[config.mk]
export PLATFORM = sky130hd
export DESIGN_NAME = sdram_port_arbiter_flat
export DESIGN_NICKNAME = d
export VERILOG_FILES = /design/src/rtl/sdram_arb_pkg.sv /design/src/rtl/sdram_port_arbiter_if.sv /design/src/rtl/sdram_arb_pick.sv /design/src/rtl/sdram_port_arbiter.sv /design/src/flat_wrapper.sv
export SDC_FILE = /design/constraint.sdc
export NUM_CORES = 1
export LEC_CHECK = 0
export ABC_AREA = 1
export BUFFER_PORTS_ARGS = -buffer_cell sky130_fd_sc_hd__buf_2
export CAP_MARGIN = 20
export CORE_MARGIN = 3
export CORE_UTILIZATION = 41
export DETAILED_ROUTE_END_ITERATION = 12
export HOLD_SLACK_MARGIN = 0.02
export PLACE_DENSITY = 0.89
export SLEW_MARGIN = 20
export SYNTH_ARGS = -nofsm -noshare
export SYNTH_HDL_FRONTEND = slang
export SYNTH_SLANG_ARGS = --single-unit
export TNS_END_PERCENT = 10
[constraint.sdc]
create_clock -name clk -period 1.9 [get_ports clk]
set_input_delay 0.19 -clock clk [delete_from_list [all_inputs] [get_ports clk]]
set_output_delay 0.19 -clock clk [all_outputs]
set_load 0.005 [all_outputs]
[src/rtl/sdram_arb_pkg.sv]
// Shared types and constants for the SDRAM port arbiter.
// The pick policy is selected by SDRAM_ARB_FIXED_PRIO_EN (see sdram_arb_pick).
package sdram_arb_pkg;

  localparam int unsigned BEAT_W          = 5;
  localparam int unsigned DEF_BURST_LEN   = 32;
  localparam int unsigned DEF_ACK_TIMEOUT = 8191;

  typedef enum logic [1:0] {
    IDLE  = 2'd0,
    REQ   = 2'd1,
    BURST = 2'd2,
    DONE  = 2'd3
  } arb_state_e;

  // Port-index width for 2..4 requesters
  function automatic int unsigned idx_w(input int unsigned n);
    return (n > 2) ? 2 : 1;
  endfunction

endpackage

[src/rtl/sdram_port_arbiter_if.sv]
// Requester-side bus of the SDRAM port arbiter: per-port request payload in,
// grant/beat qualifiers and shared read data out.
interface sdram_port_arbiter_if
  import sdram_arb_pkg::*;
#(
  parameter int unsigned NUM_PORTS = 3,
  parameter int unsigned ADDR_W    = 32,
  parameter int unsigned DATA_W    = 16
);

  logic [NUM_PORTS-1:0]        req;
  logic [NUM_PORTS-1:0]        rw;
  logic [NUM_PORTS*ADDR_W-1:0] addr;
  logic [NUM_PORTS*DATA_W-1:0] wdata;
  logic [NUM_PORTS-1:0]        gnt;
  logic [NUM_PORTS-1:0]        rvalid;
  logic [NUM_PORTS-1:0]        wready;
  logic [NUM_PORTS-1:0]        done;
  logic [DATA_W-1:0]           rdata;
  logic [BEAT_W-1:0]           beat;

  modport master (
    output req, rw, addr, wdata,
    input  gnt, rvalid, wready, done, rdata, beat
  );

  modport slave (
    input  req, rw, addr, wdata,
    output gnt, rvalid, wready, done, rdata, beat
  );

endinterface

[src/rtl/sdram_arb_pick.sv]
// Combinational winner selection: round-robin from i_ptr by default,
// lowest-index fixed priority when SDRAM_ARB_FIXED_PRIO_EN is defined.
module sdram_arb_pick
  import sdram_arb_pkg::*;
#(
  parameter  int unsigned NUM_PORTS = 3,
  localparam int unsigned IDX_W     = idx_w(NUM_PORTS)
) (
  input  logic [NUM_PORTS-1:0] i_req,
  input  logic [IDX_W-1:0]     i_ptr,
  output logic [NUM_PORTS-1:0] o_win_c,
  output logic [IDX_W-1:0]     o_idx_c,
  output logic                 o_any_c
);

  logic             w_found;
  logic [IDX_W-1:0] w_cand;

  assign o_any_c = |i_req;

  // Scan candidates in priority order; first requester wins
  always_comb begin
    o_win_c = '0;
    o_idx_c = '0;
    w_found = 1'b0;
    w_cand  = '0;
    for (int unsigned off = 0; off < NUM_PORTS; off++) begin
`ifdef SDRAM_ARB_FIXED_PRIO_EN
      w_cand = IDX_W'(off);
`else
      w_cand = IDX_W'((32'(i_ptr) + off) % NUM_PORTS);
`endif
      if (!w_found && i_req[w_cand]) begin
        w_found         = 1'b1;
        o_win_c[w_cand] = 1'b1;
        o_idx_c         = w_cand;
      end
    end
  end

endmodule

[src/rtl/sdram_port_arbiter.sv]
// Shares one SDRAM burst controller between NUM_PORTS requesters and routes beats.
// Define SDRAM_ARB_FIXED_PRIO_EN for fixed priority (port 0 highest); default is round-robin.
module sdram_port_arbiter
  import sdram_arb_pkg::*;
#(
  parameter int unsigned NUM_PORTS   = 3,
  parameter int unsigned BURST_LEN   = DEF_BURST_LEN,
  parameter int unsigned ADDR_W      = 32,
  parameter int unsigned DATA_W      = 16,
  parameter int unsigned ACK_TIMEOUT = DEF_ACK_TIMEOUT
) (
  input  logic                clk,
  input  logic                reset,
  sdram_port_arbiter_if.slave bus,
  input  logic [DATA_W-1:0]   i_mem_rdata,
  input  logic                i_mem_bursting,
  output logic                o_err,
  output logic                o_mem_ce,
  output logic                o_mem_rw_req,
  output logic                o_mem_rw,
  output logic [ADDR_W-1:0]   o_mem_addr,
  output logic [DATA_W-1:0]   o_mem_wdata
);

  localparam int unsigned IDX_W  = idx_w(NUM_PORTS);
  localparam int unsigned WAIT_W = $clog2(ACK_TIMEOUT + 1);
  localparam logic [BEAT_W-1:0] BEAT_MAX  = BEAT_W'(BURST_LEN - 1);
  localparam logic [WAIT_W-1:0] WAIT_LAST = WAIT_W'(ACK_TIMEOUT - 1);
  localparam logic [WAIT_W-1:0] WAIT_SAT  = WAIT_W'(ACK_TIMEOUT);
  localparam logic [IDX_W-1:0]  IDX_LAST  = IDX_W'(NUM_PORTS - 1);

  arb_state_e           r_state, w_state_nxt;
  logic [NUM_PORTS-1:0] r_gnt, w_gnt_nxt;
  logic [NUM_PORTS-1:0] r_done, w_done_nxt;
  logic [IDX_W-1:0]     r_idx, w_idx_nxt;
  logic [IDX_W-1:0]     r_rr, w_rr_nxt;
  logic [ADDR_W-1:0]    r_mem_addr, w_addr_nxt;
  logic                 r_mem_rw, w_rw_nxt;
  logic                 r_mem_ce, w_ce_nxt;
  logic                 r_mem_rw_req, w_rw_req_nxt;
  logic [BEAT_W-1:0]    r_beat, w_beat_nxt;
  logic [WAIT_W-1:0]    r_wait, w_wait_nxt;
  logic                 r_err, w_err_nxt;

  logic [NUM_PORTS-1:0] w_win;
  logic [IDX_W-1:0]     w_win_idx;
  logic                 w_any;
  logic                 w_beat_en;

  sdram_arb_pick #(.NUM_PORTS(NUM_PORTS)) u_pick (
    .i_req   (bus.req),
    .i_ptr   (r_rr),
    .o_win_c (w_win),
    .o_idx_c (w_win_idx),
    .o_any_c (w_any)
  );

  // A data beat is any controller bursting cycle while a grant is live
  assign w_beat_en = ((r_state == REQ) || (r_state == BURST)) && i_mem_bursting;

  assign bus.gnt    = r_gnt;
  assign bus.done   = r_done;
  assign bus.beat   = r_beat;
  assign bus.rdata  = i_mem_rdata;
  assign bus.rvalid = r_gnt & {NUM_PORTS{w_beat_en & ~r_mem_rw}};
  assign bus.wready = r_gnt & {NUM_PORTS{w_beat_en &  r_mem_rw}};

  assign o_err        = r_err;
  assign o_mem_ce     = r_mem_ce;
  assign o_mem_rw_req = r_mem_rw_req;
  assign o_mem_rw     = r_mem_rw;
  assign o_mem_addr   = r_mem_addr;
  assign o_mem_wdata  = (|r_gnt) ? bus.wdata[32'(r_idx) * DATA_W +: DATA_W] : '0;

  always_ff @(posedge clk) begin
    if (!reset) begin
      r_state      <= IDLE;
      r_gnt        <= '0;
      r_done       <= '0;
      r_idx        <= '0;
      r_rr         <= '0;
      r_mem_addr   <= '0;
      r_mem_rw     <= 1'b0;
      r_mem_ce     <= 1'b0;
      r_mem_rw_req <= 1'b0;
      r_beat       <= '0;
      r_wait       <= '0;
      r_err        <= 1'b0;
    end else begin
      r_state      <= w_state_nxt;
      r_gnt        <= w_gnt_nxt;
      r_done       <= w_done_nxt;
      r_idx        <= w_idx_nxt;
      r_rr         <= w_rr_nxt;
      r_mem_addr   <= w_addr_nxt;
      r_mem_rw     <= w_rw_nxt;
      r_mem_ce     <= w_ce_nxt;
      r_mem_rw_req <= w_rw_req_nxt;
      r_beat       <= w_beat_nxt;
      r_wait       <= w_wait_nxt;
      r_err        <= w_err_nxt;
    end
  end

  always_comb begin
    w_state_nxt  = r_state;
    w_gnt_nxt    = r_gnt;
    w_done_nxt   = '0;
    w_idx_nxt    = r_idx;
    w_rr_nxt     = r_rr;
    w_addr_nxt   = r_mem_addr;
    w_rw_nxt     = r_mem_rw;
    w_ce_nxt     = r_mem_ce;
    w_rw_req_nxt = r_mem_rw_req;
    w_beat_nxt   = r_beat;
    w_wait_nxt   = r_wait;
    w_err_nxt    = r_err;

    if (w_beat_en && (r_beat != BEAT_MAX)) begin
      w_beat_nxt = r_beat + BEAT_W'(1);
    end

    case (r_state)
      IDLE: begin
        w_beat_nxt = '0;
        w_wait_nxt = '0;
        if (w_any) begin
          w_state_nxt  = REQ;
          w_gnt_nxt    = w_win;
          w_idx_nxt    = w_win_idx;
          w_addr_nxt   = bus.addr[32'(w_win_idx) * ADDR_W +: ADDR_W];
          w_rw_nxt     = bus.rw[w_win_idx];
          w_ce_nxt     = 1'b1;
          w_rw_req_nxt = 1'b1;
        end
      end
      REQ: begin
        if (i_mem_bursting) begin
          w_state_nxt  = BURST;
          w_rw_req_nxt = 1'b0;
        end else begin
          // Timeout only flags; the request stays up until the controller answers
          if (r_wait == WAIT_LAST) w_err_nxt = 1'b1;
          if (r_wait != WAIT_SAT)  w_wait_nxt = r_wait + WAIT_W'(1);
        end
      end
      BURST: begin
        if (!i_mem_bursting) begin
          w_state_nxt = DONE;
          w_done_nxt  = r_gnt;
          w_gnt_nxt   = '0;
          w_ce_nxt    = 1'b0;
`ifndef SDRAM_ARB_FIXED_PRIO_EN
          w_rr_nxt    = (r_idx == IDX_LAST) ? '0 : r_idx + IDX_W'(1);
`endif
        end
      end
      DONE: begin
        w_state_nxt = IDLE;
      end
      default: begin
        w_state_nxt = IDLE;
      end
    endcase
  end

endmodule
[src/flat_wrapper.sv]
// flat-port wrapper written by rule: the top's interface ports become plain ports
module sdram_port_arbiter_flat import sdram_arb_pkg::*;
#(
  parameter int unsigned NUM_PORTS   = 3,
  parameter int unsigned BURST_LEN   = DEF_BURST_LEN,
  parameter int unsigned ADDR_W      = 32,
  parameter int unsigned DATA_W      = 16,
  parameter int unsigned ACK_TIMEOUT = DEF_ACK_TIMEOUT
)
  (clk, reset, i_mem_rdata, i_mem_bursting, o_err, o_mem_ce, o_mem_rw_req, o_mem_rw, o_mem_addr, o_mem_wdata, bus_req, bus_rw, bus_addr, bus_wdata, bus_gnt, bus_rvalid, bus_wready, bus_done, bus_rdata, bus_beat);
  sdram_port_arbiter_if #(.NUM_PORTS(NUM_PORTS), .ADDR_W(ADDR_W), .DATA_W(DATA_W)) bus_i ();
  input  logic clk;
  input  logic reset;
  input  logic [DATA_W-1:0] i_mem_rdata;
  input  logic i_mem_bursting;
  output logic o_err;
  output logic o_mem_ce;
  output logic o_mem_rw_req;
  output logic o_mem_rw;
  output logic [ADDR_W-1:0] o_mem_addr;
  output logic [DATA_W-1:0] o_mem_wdata;
  input wire logic [$bits(bus_i.req)-1:0] bus_req;
  input wire logic [$bits(bus_i.rw)-1:0] bus_rw;
  input wire logic [$bits(bus_i.addr)-1:0] bus_addr;
  input wire logic [$bits(bus_i.wdata)-1:0] bus_wdata;
  output wire logic [$bits(bus_i.gnt)-1:0] bus_gnt;
  output wire logic [$bits(bus_i.rvalid)-1:0] bus_rvalid;
  output wire logic [$bits(bus_i.wready)-1:0] bus_wready;
  output wire logic [$bits(bus_i.done)-1:0] bus_done;
  output wire logic [$bits(bus_i.rdata)-1:0] bus_rdata;
  output wire logic [$bits(bus_i.beat)-1:0] bus_beat;
  assign bus_i.req = bus_req;
  assign bus_i.rw = bus_rw;
  assign bus_i.addr = bus_addr;
  assign bus_i.wdata = bus_wdata;
  assign bus_gnt = bus_i.gnt;
  assign bus_rvalid = bus_i.rvalid;
  assign bus_wready = bus_i.wready;
  assign bus_done = bus_i.done;
  assign bus_rdata = bus_i.rdata;
  assign bus_beat = bus_i.beat;
  sdram_port_arbiter #(.NUM_PORTS(NUM_PORTS), .BURST_LEN(BURST_LEN), .ADDR_W(ADDR_W), .DATA_W(DATA_W), .ACK_TIMEOUT(ACK_TIMEOUT)) u_core (.clk(clk), .reset(reset), .bus(bus_i), .i_mem_rdata(i_mem_rdata), .i_mem_bursting(i_mem_bursting), .o_err(o_err), .o_mem_ce(o_mem_ce), .o_mem_rw_req(o_mem_rw_req), .o_mem_rw(o_mem_rw), .o_mem_addr(o_mem_addr), .o_mem_wdata(o_mem_wdata));
endmodule
---- After elaboration in Yosys (flattened, before gate mapping) ----
Cells that the tools add are included.
word-level totals
  flip-flop bits (word level) ............. 66
  word-level logic and storage cells ...... 114
  bits of input ports ..................... 169
operators by class
  reductions and logical operators ........ 24
  muxes and demuxes ....................... 39
  div/mod/pow operators ................... 3
  $lt $le $gt $ge ......................... 7
  bitwise operators ....................... 10
  equality and inequality tests ........... 12
  add/sub/neg operators ................... 5
  shift-type cells ........................ 2
operator list
  operator                                                count
  variable part select 96 x 8 -> 32 bit                   1
  remainder unit 32 x 2 -> 32 bit, second input constant  2
  variable part select 48 x 7 -> 16 bit                   1
  remainder unit 2 x 2 -> 32 bit, second input constant   1
  2-to-1 mux 13 bit                                       2
  one-hot mux 13 bit (2 select lines)                     1
  2-to-1 mux 16 bit                                       1
  2-to-1 mux 3 bit                                        5
  AND reduction 3 bit                                     5
  2-to-1 mux 2 bit                                        7
  adder 13 x 1 -> 13 bit, second input constant           1
  equality test 13 bit, second input constant             1
  != test 13 bit, second input constant                   1
  < comparator 2 x 3 -> 1 bit, second input constant      4
  2-to-1 mux 1 bit                                        12
  != test 2 bit, second input constant                    5
  OR reduction 3 bit                                      3
  binary-select mux 1 bit (select 2 bit)                  4
  one-hot mux 2 bit (4 select lines)                      1
  logical AND 1 bit                                       7
  bitwise AND 3 bit                                       2
  demux 1 bit (select 2 bit)                              3
  equality test 2 bit, second input constant              3
  >= comparator 2 x 1 -> 1 bit, second input constant     3
  other kinds (17)                                        26

---- Depth between registers and ports, before layout ----
Gate-level depths: netlist (run 1).
  word-level depth ........................ 12
  mapped depth ............................ 13

---- Cells and area by module ----
Synthesis (run 1) repeated with hierarchy kept, for this count alone.
second synthesis, totals
  cells, all modules ...................... 710
  area, all modules ....................... 4400.5 um^2
modules (own cells, without submodules)
  module              cells an instance  area an instance (um^2)  times used  sequential area each (um^2)
  sdram_port_arbiter  647                4083.9                   1           1321.3
  sdram_arb_pick      63                 316.6                    1           0.0

---- Worst setup path after synthesis (run 1) ----
OpenSTA, ideal clock, no wires.
  kind .................................... register to register
  start point ............................. register u_core.r_rr[0]
  end point ............................... register u_core.r_mem_addr[10] (netlist: u_core.o_mem_addr[10])
  stages on the path, launching flop included .. 12
  setup slack ............................. 0.032 ns
  required time ........................... 1.781 ns
  arrival time ............................ 1.749 ns
  period minus slack after synthesis ...... 1.868 ns
  setup time .............................. 0.119 ns
  cell sequence ........................... dfxtp_1 -> inv_1 -> ha_1 -> o21ai_2 -> nand2_2 -> nand3_2 -> nand3_2 -> nand2_2 -> buf_6 -> nand2_1 -> nand3_1 -> a21oi_1
on the way
  word-level cells in the longest chain between the ends .. 11
RTL lines
  item                                                                                     RTL line                   text
  start, declared                                                                          sdram_port_arbiter.sv:36   logic [IDX_W-1:0] r_rr, w_rr_nxt;
  start signal, assigned                                                                   sdram_port_arbiter.sv:94   r_rr <= w_rr_nxt;
  parallel branches: the longest is 9 deep, another holds remainder unit 32 x 2 -> 32 bit  -
  2-to-1 mux 2 bit *                                                                       sdram_arb_pick.sv:33       if (!w_found && i_req[w_cand]) begin
  variable part select 96 x 8 -> 32 bit *                                                  sdram_port_arbiter.sv:131  w_addr_nxt = bus.addr[32'(w_win_idx) * ADDR_W +: ADDR_W];
  end signal, assigned                                                                     sdram_port_arbiter.sv:95   r_mem_addr <= w_addr_nxt;
  end, declared                                                                            sdram_port_arbiter.sv:37   logic [ADDR_W-1:0] r_mem_addr, w_addr_nxt;
Mark *: on every way between the ends. The select of a mux whose other input is x is not followed.
A chain may end at the register's enable or synchronous reset.

---- Worst setup path in the final report (run 1) ----
  start point ............................. register u_core.r_rr[0]
  end point ............................... register u_core.r_mem_addr[19] (netlist: u_core.o_mem_addr[19])
The elaborated chain is that of the path after synthesis.

==> results of run 1 <==
==> final cells by class <==
cell class | instances | area, um^2
Inverter | 121 | 464.2
Multi-Input combinational cell | 485 | 2700
Timing Repair Buffer | 266 | 1670
Sequential cell | 66 | 1328
Clock inverter | 6 | 65.06
Tap cell | 136 | 170.2
Fill cell | 914 | 3974
Clock buffer | 10 | 137.6
==> logic make-up (layout without fill, tap and decap cells) <==
family	after synthesis	count (layout)	share of synthesized area
AO/OA/AOI/OAI	163	163	0.1947
adder cells (fa/ha/maj)	11	11	0.03059
flip-flops	66	66	0.2937
buffers and inverters	172	403	0.1649
XOR/XNOR	8	8	0.01557
AND/OR/NAND/NOR	303	303	0.3006
==> Yosys cell counts, types with 8 or more instances <==
cell type,number
a21oi_1,94
ha_1,11
nand3_1,95
o21ai_0,45
nand2_1,137
buf_2,11
dfxtp_1,66
buf_4,16
a22oi_1,14
nor2_1,47
clkbuf_1,19
inv_1,116
xor2_1,8
==> flip-flops by register name, summed over array words and instances (netlist names) <==
signal               flops
u_core.bus.beat          5
u_core.bus.done          3
u_core.bus.gnt           3
u_core.o_err             1
u_core.o_mem_addr       32
u_core.o_mem_ce          1
u_core.o_mem_rw          1
u_core.o_mem_rw_req      1
u_core.r_idx             2
u_core.r_rr              2
u_core.r_state           2
u_core.r_wait           13
==> power breakdown <==
group	leakage (nW)	total [mW]	switching [mW]	internal, mW
registers	0.544	2.16	0.287	1.87
logic	2.89	6.38	3.59	2.79
clock network	0.103	1.24	0.592	0.644
==> per-stage QoR <==
stage | setup TNS (ns) | setup WS [ns] | util | total power [mW] | hold WS (ns)
5_1_grt | -2.062 | -0.09925 | 0.6219 | 10.52 | 0.1196
4_1_cts | 0 | 0.0006248 | 0.5813 | 8.794 | 0.1036
3_3_place_gp | -1.628 | -0.06513 | 0.5571 | 7.373 | 0.3800
3_5_place_dp | -3.512 | -0.1243 | 0.5571 | 7.456 | 0.3800
6_report | -0.003549 | -0.003549 | 0.6219 | 9.775 | 0.1124
2_1_floorplan | 0 | 0.03198 | - | 5.308 | 0.3876
==> per-layer routing <==
metal,up-vias,share of wire
met5,-,0
met4,0,0.031
met3,44,0.084
met2,310,0.49
met1,2492,0.40
li1,2778,-
==> worst max-delay path, delay by kind of cell, from the launching register on <==
family	cells	cell delay, ns
buffers and inverters	3	0.37
AO/OA/AOI/OAI	1	0.14
adder cells (fa/ha/maj)	1	0.16
AND/OR/NAND/NOR	8	0.80
flip-flops	1	0.36
==> worst paths after layout <==
path	from	depth (start not counted)	end	slack [ns]
setup / recovery	u_core.r_rr[0]	13	u_core.o_mem_addr[19]	-0.004
hold / removal	bus_addr[81]	3	u_core.o_mem_addr[17]	0.11
setup reg to reg	u_core.r_rr[0]	13	u_core.o_mem_addr[19]	-0.004
hold reg to reg	u_core.o_err	2	u_core.o_err	0.48
==> what timing repair did <==
item / 4_1_cts / 5_1_grt
cloned: 0 / 6
pin swaps: 2 / 18
setup buffers: 0 / 7
endpoints found under the setup margin: 34 / 52
hold buffers: 0 / 0
resized for setup: 10 / 63
==> results.sh, run 1 <==
export IMPL_status="finished, violations left"
export IMPL_violations="negative setup slack"
export IMPL_synth_main_ff_cell="dfxtp_1"
export IMPL_p_leak_nw=3.536
export IMPL_drt_first_pass_iters=5
export IMPL_totalWireLength_um=15650
export IMPL_arrival_ns=2.19
export IMPL_ant_nets=0
export IMPL_rows=37
export IMPL_synth_area_um2=4499
export IMPL_synth_edf_count=0
export IMPL_ys_types=33
export IMPL_postSynth_asyncResetShare=0
export IMPL_clock_skew_ns=0.01389
export IMPL_rsz0062_at_grt="true"
export IMPL_final_area_um2=6535
export IMPL_max_stage_delay_ns=0.36
export IMPL_crit_top_cell="nand3_4"
export IMPL_crit_fanout=8
export IMPL_met1_usage=0.2788
export IMPL_synthTopCellsByArea="dfxtp_1 (29%), nand2_1 (11%), nand3_1 (11%)"
export IMPL_grt_pass1_wl_um=24160
export IMPL_area_growth_pct=45.24
export IMPL_insertion_delay_ns=0.35
export IMPL_start_kind="flop"
export IMPL_period_share=1.002
export IMPL_synth_seq_cells=66
export IMPL_max_slew_margin=0.5002
export IMPL_drv_slew=0
export IMPL_required_ns=2.18
export IMPL_met2_usage=0.3964
export IMPL_use_met3=0.06004
export IMPL_overflow=0
export IMPL_cts_htree_levels=3
export IMPL_avgRoutedWirePerCell_um=14.35
export IMPL_p_per_area_nw_per_um2=1496
export IMPL_nNetsFinal=1129
export IMPL_fmax_ghz=0.5253
export IMPL_drc=0
export IMPL_drv_cap=0
export IMPL_grt_util_all_layers=0.2322
export IMPL_fin_crit_ns=1.904
export IMPL_antenna_cells=0
export IMPL_die_w_um=110.8
export IMPL_ios=254
export IMPL_hp_class="input pin to flop"
export IMPL_layout_commonest_cell="buf_2"
export IMPL_dp_hpwl_um=10970
export IMPL_drtIter0Drc=517
export IMPL_start_util=0.4281
export IMPL_cts_buffer_depth=2
export IMPL_syn_inst=723
export IMPL_end_kind="flop"
export IMPL_numCtsBuffers=9
export IMPL_die_h_um=110.8
export IMPL_synth_largest_area_cell="dfxtp_1"
export IMPL_die_area_um2=12270
export IMPL_finalNonFillerCells=1090
export IMPL_cp_cell_sequence="buf_4, ha_4, inv_2, nand2_2, nand3_2, nand2_4, nand3_4, nand3_4, nand2_8, clkbuf_16, nand2_1, nand3_1, a21oi_1"
export IMPL_hold_viol=0
export IMPL_num_vias=5624
export IMPL_via_per_inst=5.160
export IMPL_avgSynthCellArea_um2=6.223
export IMPL_grt_max_degree=40
export IMPL_gp_congestion=0.8871
export IMPL_cts_clk_slew_worst_paths_ns=0.08
export IMPL_drive_gt1_frac=0.3648
export IMPL_mostFrequentLayoutCells="buf_2 (221), nand2_1 (127), inv_1 (114)"
export IMPL_synthesis_nets=903
export IMPL_grt_pass1_vias=5156
export IMPL_fp_coreArea_um2=10510
export IMPL_clock_sinks=66
export IMPL_crit_type="flop to flop"
export IMPL_dp_cells=1061
export IMPL_yosysWarnings=0
export IMPL_cts_root_buf="clkbuf_8"
export IMPL_port_buffer_count=221
export IMPL_cts_tree="built"
export IMPL_grt_busiest_layer="met2"
export IMPL_setup_ws_ns=-0.003549
export IMPL_netlist_area_leader_share=0.2937
export IMPL_synth_seq_area_share=0.2937
export IMPL_vdd_ir_drop_max_mv=0.8254
export IMPL_slowest_stage="dfxtp_2"
export IMPL_setup_violations=1
export IMPL_worst_pin_slew_ns=0.7498
export IMPL_antenna_found_initial=0
export IMPL_place_area_um2=5854
No activity file was read; power rests on OpenSTA's default activity.
==> inputs of run 2 (changes only) <==
--- a/config.mk
+++ b/config.mk
@@ -13,6 +13,7 @@
 export DETAILED_ROUTE_END_ITERATION = 12
 export HOLD_SLACK_MARGIN = 0.02
 export PLACE_DENSITY = 0.89
+export REMOVE_ABC_BUFFERS = 1
 export SLEW_MARGIN = 20
 export SYNTH_ARGS = -nofsm -noshare
 export SYNTH_HDL_FRONTEND = slang
==> run 2 against run 1 <==
Compared with the run above:
- largest cell class unchanged
- wire length decreased by 4.1%
- sequential power barely moved
- the run now ends clean
- worst setup slack gained 0.071 ns
- count of clock-buffer cells in the layout did not move
- non-clock buffer count down 3
- fmax grew 3.9%
- via count shrank 1.5%
- worst hold slack improved by 0.012 ns
- highest routed layer is now met5
==> results.sh, run 2 (synthesized netlist as in run 1, its figures left out) <==
export IMPL_p_leak_nw=3.435
export IMPL_cts_clk_slew_worst_paths_ns=0.09
export IMPL_grt_util_all_layers=0.2348
export IMPL_p_per_area_nw_per_um2=1454
export IMPL_clock_sinks=66
export IMPL_dp_cells=1069
export IMPL_rsz0062_at_grt="true"
export IMPL_cp_num_buf_inv=3
export IMPL_overflow=0
export IMPL_vdd_ir_drop_max_mv=0.6592
export IMPL_numCtsBuffers=9
export IMPL_setup_worst_path_start="u_core.r_rr[0]"
export IMPL_totalWireLength_um=15000
export IMPL_cp_cell_sequence="inv_1, ha_4, o21ai_2, buf_4, a31oi_2, nand2_4, buf_4, a21oi_1, a21oi_2"
export IMPL_nNetsFinal=1126
export IMPL_timing_critical_path_max_delay_family="compound AO/OA/AOI/OAI gates"
export IMPL_arrival_ns=2.07
export IMPL_hold_viol=0
export IMPL_setup_violations=0
export IMPL_fin_crit_ns=1.832
export IMPL_drt_met1_wl_um=5935
export IMPL_cts_tree="built"
export IMPL_die_h_um=110.8
export IMPL_slowest_stage="dfxtp_2"
export IMPL_gp_congestion=0.9333
export IMPL_antenna_cells=0
export IMPL_hold_start="bus_addr[70]"
export IMPL_finalNonFillerCells=1087
export IMPL_avgRoutedWirePerCell_um=13.80
export IMPL_layout_commonest_cell="buf_2"
export IMPL_start_kind="flop"
export IMPL_hp_class="input pin to flop"
export IMPL_ant_nets=0
export IMPL_met2_length_um=7346
export IMPL_worst_pin_slew_ns=0.3937
export IMPL_cts_buffer_depth=2
export IMPL_via_per_inst=5.097
export IMPL_fin_util=0.5978
export IMPL_die_w_um=110.8
export IMPL_start_util=0.4281
export IMPL_dp_hpwl_um=11350
export IMPL_die_area_um2=12270
export IMPL_drtIter0Drc=454
export IMPL_drv_cap=0
export IMPL_grt_max_degree=40
export IMPL_cts_root_buf="clkbuf_8"
export IMPL_rr_endpoint="u_core.o_mem_addr[5]"
export IMPL_status="finished clean"
export IMPL_port_buffer_count=221
export IMPL_fmax_ghz=0.5458
export IMPL_grt_pass1_vias=5209
export IMPL_ios=254
export IMPL_drt_first_pass_iters=5
export IMPL_hold_path_depth=3
export IMPL_rows=37
export IMPL_place_area_um2=5889
export IMPL_crit_type="flop to flop"
export IMPL_clock_skew_ns=0.01889
export IMPL_drv_slew=0
export IMPL_antenna_found_initial=1
export IMPL_drc=0
export IMPL_insertion_delay_ns=0.35
export IMPL_period_share=0.9643
export IMPL_met3_length_um=1398
export IMPL_cts_htree_levels=3
export IMPL_grt_pass1_wl_um=24210
export IMPL_drive_gt1_frac=0.3354
export IMPL_required_ns=2.14
export IMPL_hold_end="u_core.o_mem_addr[6]"
export IMPL_area_growth_pct=39.63
export IMPL_final_area_um2=6282
export IMPL_r2r_cells=9
export IMPL_mostFrequentLayoutCells="buf_2 (221), nand2_1 (136), inv_1 (113)"
export IMPL_fp_coreArea_um2=10510
export IMPL_crit_top_cell="buf_4"
export IMPL_max_slew_margin=0.7376
export IMPL_r2r_start="u_core.r_rr[0]"
export IMPL_end_kind="flop"
export IMPL_hold_ws_ns=0.1242
export IMPL_top_layer="met5"
export IMPL_crit_fanout=9
export IMPL_max_stage_delay_ns=0.33
export IMPL_largest_reg_flops=32
export IMPL_r2r_slack_ns=0.07
export IMPL_num_vias=5540
## run 2: cell count changes in the layout (fill, tap and decap cells not counted), sizes merged
cell | before | now
bufinv | 1 | 2
clkbuf | 16 | 11
clkinvlp | 1 | 2
buf | 260 | 262
clkinv | 4 | 2
## run 2: worst min-delay path: stages
cell and delay, ns:
buf_2 0.07, a21oi_1 0.05, a21oi_1 0.13
## run 2: timing repair
action / CTS / global route
setup buffers: 0 / 1
setup endpoints to repair: 36 / 46
hold buffers: 0 / 0
pin swaps: 0 / 7
gates resized for setup: 7 / 25
cloned: 0 / 1
## run 2: layout make-up
type	count	area (um^2)
clock buffer	10	137.6
fill	977	4227
tap	136	170.2
inverter	121	456.7
sequential	66	1326
multi-input combinational	485	2565
clock inverter	6	88.84
timing repair buffer	263	1538
## run 2: worst max path at each step
stage,endpoint,slack (ns),cells past startpoint
floorplan,u_core.o_mem_addr[0],-1.94,4
global placement,u_core.o_mem_rw,0.03,13
detailed placement,u_core.o_mem_addr[15],-0.07,13
CTS,bus_rvalid[0],0.02,6
global route,u_core.o_mem_addr[31],-0.08,11
finish,u_core.o_mem_addr[5],0.07,9
## run 2: stage by stage
step | setup TNS, ns | total power, mW | setup slack (ns)
final | 0 | 9.134 | 0.06782
after global routing | -1.391 | 9.902 | -0.08386
after CTS | 0 | 8.899 | 0.01521
after detailed placement | -0.5952 | 7.430 | -0.06551
after global placement | 0 | 7.350 | 0.02525
after floorplan | -70.14 | 5.031 | -1.939
## run 2: report_power, final
part / internal [mW] / leakage (nW) / switching [mW]
registers: 1.87 / 0.544 / 0.286
logic: 2.37 / 2.78 / 3.23
clock network: 0.777 / 0.109 / 0.599
total: 5.02 / 3.44 / 4.12
## run 2: per-layer routing
layer,GRT usage,vias up
li1,-,2771
met1,0.2713,2462
met2,0.4053,272
met3,0.07041,33
met4,0.08949,2
met5,0.01667,-
==> inputs of run 3 (changes only) <==
--- a/config.mk
+++ b/config.mk
@@ -6,13 +6,13 @@
 export NUM_CORES = 1
 export LEC_CHECK = 0
 export ABC_AREA = 1
-export BUFFER_PORTS_ARGS = -buffer_cell sky130_fd_sc_hd__buf_2
 export CAP_MARGIN = 20
-export CORE_MARGIN = 3
-export CORE_UTILIZATION = 41
+export CORE_AREA = 3 3 98 100
 export DETAILED_ROUTE_END_ITERATION = 12
+export DIE_AREA = 0 0 101 103
+export DONT_BUFFER_PORTS = 1
 export HOLD_SLACK_MARGIN = 0.02
-export PLACE_DENSITY = 0.89
+export PLACE_DENSITY = 0.79
 export REMOVE_ABC_BUFFERS = 1
 export SLEW_MARGIN = 20
 export SYNTH_ARGS = -nofsm -noshare
==> run 3 against run 2 <==
Compared with the run above:
- the flow now finishes with violations (negative setup slack)
- combinational power down 9.8%
- wire length down 0.27%
- sequential cell count unchanged
- sequential power up 8%
- die area down 15%
- global-route usage up 2.8 points
==> results.sh, run 3 (synthesized netlist as in run 1, its figures left out) <==
export IMPL_fmax_ghz=0.5219
export IMPL_dp_hpwl_um=10250
export IMPL_area_growth_pct=15.66
export IMPL_insertion_delay_ns=0.34
export IMPL_crit_fanout=16
export IMPL_die_w_um=101
export IMPL_arrival_ns=2.18
export IMPL_slowest_stage="dfxtp_4"
export IMPL_via_per_inst=5.998
export IMPL_end_kind="flop"
export IMPL_die_h_um=103
export IMPL_p_leak_nw=2.496
export IMPL_num_vias=4990
export IMPL_largest_reg_flops=32
export IMPL_fp_coreArea_um2=8763
export IMPL_total_power_mw=8.891
export IMPL_rr_endpoint="u_core.o_mem_addr[20]"
export IMPL_drtIter0Drc=373
export IMPL_avgRoutedWirePerCell_um=17.98
export IMPL_setup_violations=2
export IMPL_p_per_area_nw_per_um2=1709
export IMPL_antenna_found_initial=0
export IMPL_cts_clk_slew_worst_paths_ns=0.08
export IMPL_gp_congestion=0.9166
export IMPL_cts_buffer_depth=2
export IMPL_rows=34
export IMPL_clock_sinks=66
export IMPL_cts_htree_levels=3
export IMPL_grt_pass1_wl_um=21750
export IMPL_die_area_um2=10400
export IMPL_mostFrequentLayoutCells="nand2_1 (131), inv_1 (114), nand3_1 (91)"
export IMPL_cp_num_buf_inv=3
export IMPL_multi_input_area_um2=2616
export IMPL_r2r_start="u_core.r_rr[0]"
export IMPL_r2r_slack_ns=-0.02
export IMPL_hold_viol=0
export IMPL_status="finished, violations left"
export IMPL_violations="negative setup slack"
export IMPL_crit_top_cell="nand2_1"
export IMPL_drive_gt1_frac=0.1381
export IMPL_cp_cell_sequence="inv_2, ha_4, inv_4, nand2_1, nand2_1, nor2_2, nand3_4, nand3_4, nand2_8, clkbuf_16, nand2_1, nand3_1, a21oi_1"
export IMPL_worst_pin_slew_ns=0.3812
export IMPL_overflow=0
export IMPL_nNetsFinal=899
export IMPL_hp_class="input pin to flop"
export IMPL_ios=254
export IMPL_clock_skew_ns=0.009014
export IMPL_start_util=0.5134
export IMPL_drv_slew=0
export IMPL_max_slew_margin=0.7459
export IMPL_rsz0062_at_grt="true"
export IMPL_regArea_um2=1330
export IMPL_grt_pass1_vias=4525
export IMPL_drc=0
export IMPL_cts_tree="built"
export IMPL_timing_critical_path_max_delay_family="simple AND/OR/NAND/NOR gates"
export IMPL_pre_cts_ws_ns=-0.08932
export IMPL_fillerInstances=789
export IMPL_start_kind="flop"
export IMPL_fin_crit_ns=1.916
export IMPL_port_buffer_count=0
export IMPL_max_stage_delay_ns=0.37
export IMPL_drt_first_pass_iters=5
export IMPL_vdd_ir_drop_max_mv=0.8991
export IMPL_ant_nets=0
export IMPL_r2r_cells=13
export IMPL_tns_ns=-0.02160
export IMPL_totalWireLength_um=14960
export IMPL_hold_start="reset"
export IMPL_cts_root_buf="clkbuf_8"
export IMPL_period_share=1.008
export IMPL_setup_ws_ns=-0.01602
export IMPL_grt_util_all_layers=0.2631
export IMPL_numCtsBuffers=9
export IMPL_grt_max_degree=39
export IMPL_crit_type="flop to flop"
export IMPL_antenna_cells=0
export IMPL_required_ns=2.16
export IMPL_layout_commonest_cell="nand2_1"
export IMPL_fin_util=0.5938
export IMPL_hold_end="u_core.bus.done[0]"
export IMPL_drv_cap=0
export IMPL_hold_path_depth=2
[run 3: report_power, final]
group / total [mW] / switching (mW) / leakage, nW / internal (mW)
Combinational: 5.05 / 3.12 / 1.83 / 1.93
Clock: 1.52 / 0.570 / 0.123 / 0.945
Sequential: 2.32 / 0.452 / 0.544 / 1.87
[run 3: per-stage QoR]
stage	cell area, um^2	hold WS (ns)	std cells
6_report	5204	0.02825	832
5_1_grt	5204	0.03728	832
4_1_cts	4936	0.02461	824
3_5_place_dp	4626	0.3296	807
3_3_place_gp	4626	0.3240	807
2_1_floorplan	4212	0.3128	672
[run 3: worst max path at each step]
stage | end | depth (start not counted) | start
floorplan | u_core.o_mem_addr[0] | 4 | bus_req[0]
CTS | u_core.o_mem_addr[8] | 13 | u_core.r_rr[1]
global placement | u_core.o_mem_addr[19] | 13 | u_core.r_rr[0]
detailed placement | u_core.o_mem_addr[8] | 13 | u_core.r_rr[0]
finish | u_core.o_mem_addr[20] | 13 | u_core.r_rr[0]
global route | u_core.o_mem_addr[20] | 13 | u_core.r_rr[0]
[run 3: layout make-up]
cell class / instances / area share
clock buffers: 12 / 0.02981
multi-input cells: 485 / 0.5028
inverters: 121 / 0.08920
clock inverters: 4 / 0.01875
flip-flops and latches: 66 / 0.2556
well taps: 108 / 0.02597
repair buffers: 36 / 0.07790
[run 3: worst register-to-register path: cells and delay by family, from the launching register on]
kind,cells,cell delay [ns]
AOI/OAI and AO/OA,1,0.14
buffers and inverters,3,0.30
DFF,1,0.37
and+or+nand+nor,8,0.75
adders and majority gates,1,0.30
[run 3: per-layer routing]
metal  wire (um)  up-vias  GRT usage
met2        7248      337     0.4284
met5          62        -    0.04327
li1            -     2325          -
met3        1709       44     0.1028
met1        5517     2282     0.3059
met4         422        2     0.1125
[run 3: what timing repair did]
action | CTS | global route
hold buffers | 1 | 0
setup endpoints to repair | 35 | 52
gates resized for setup | 9 | 39
endpoints found under the hold margin | 38 | 0
setup buffers | 0 | 5
pin swaps | 1 | 10
cloned | 0 | 3
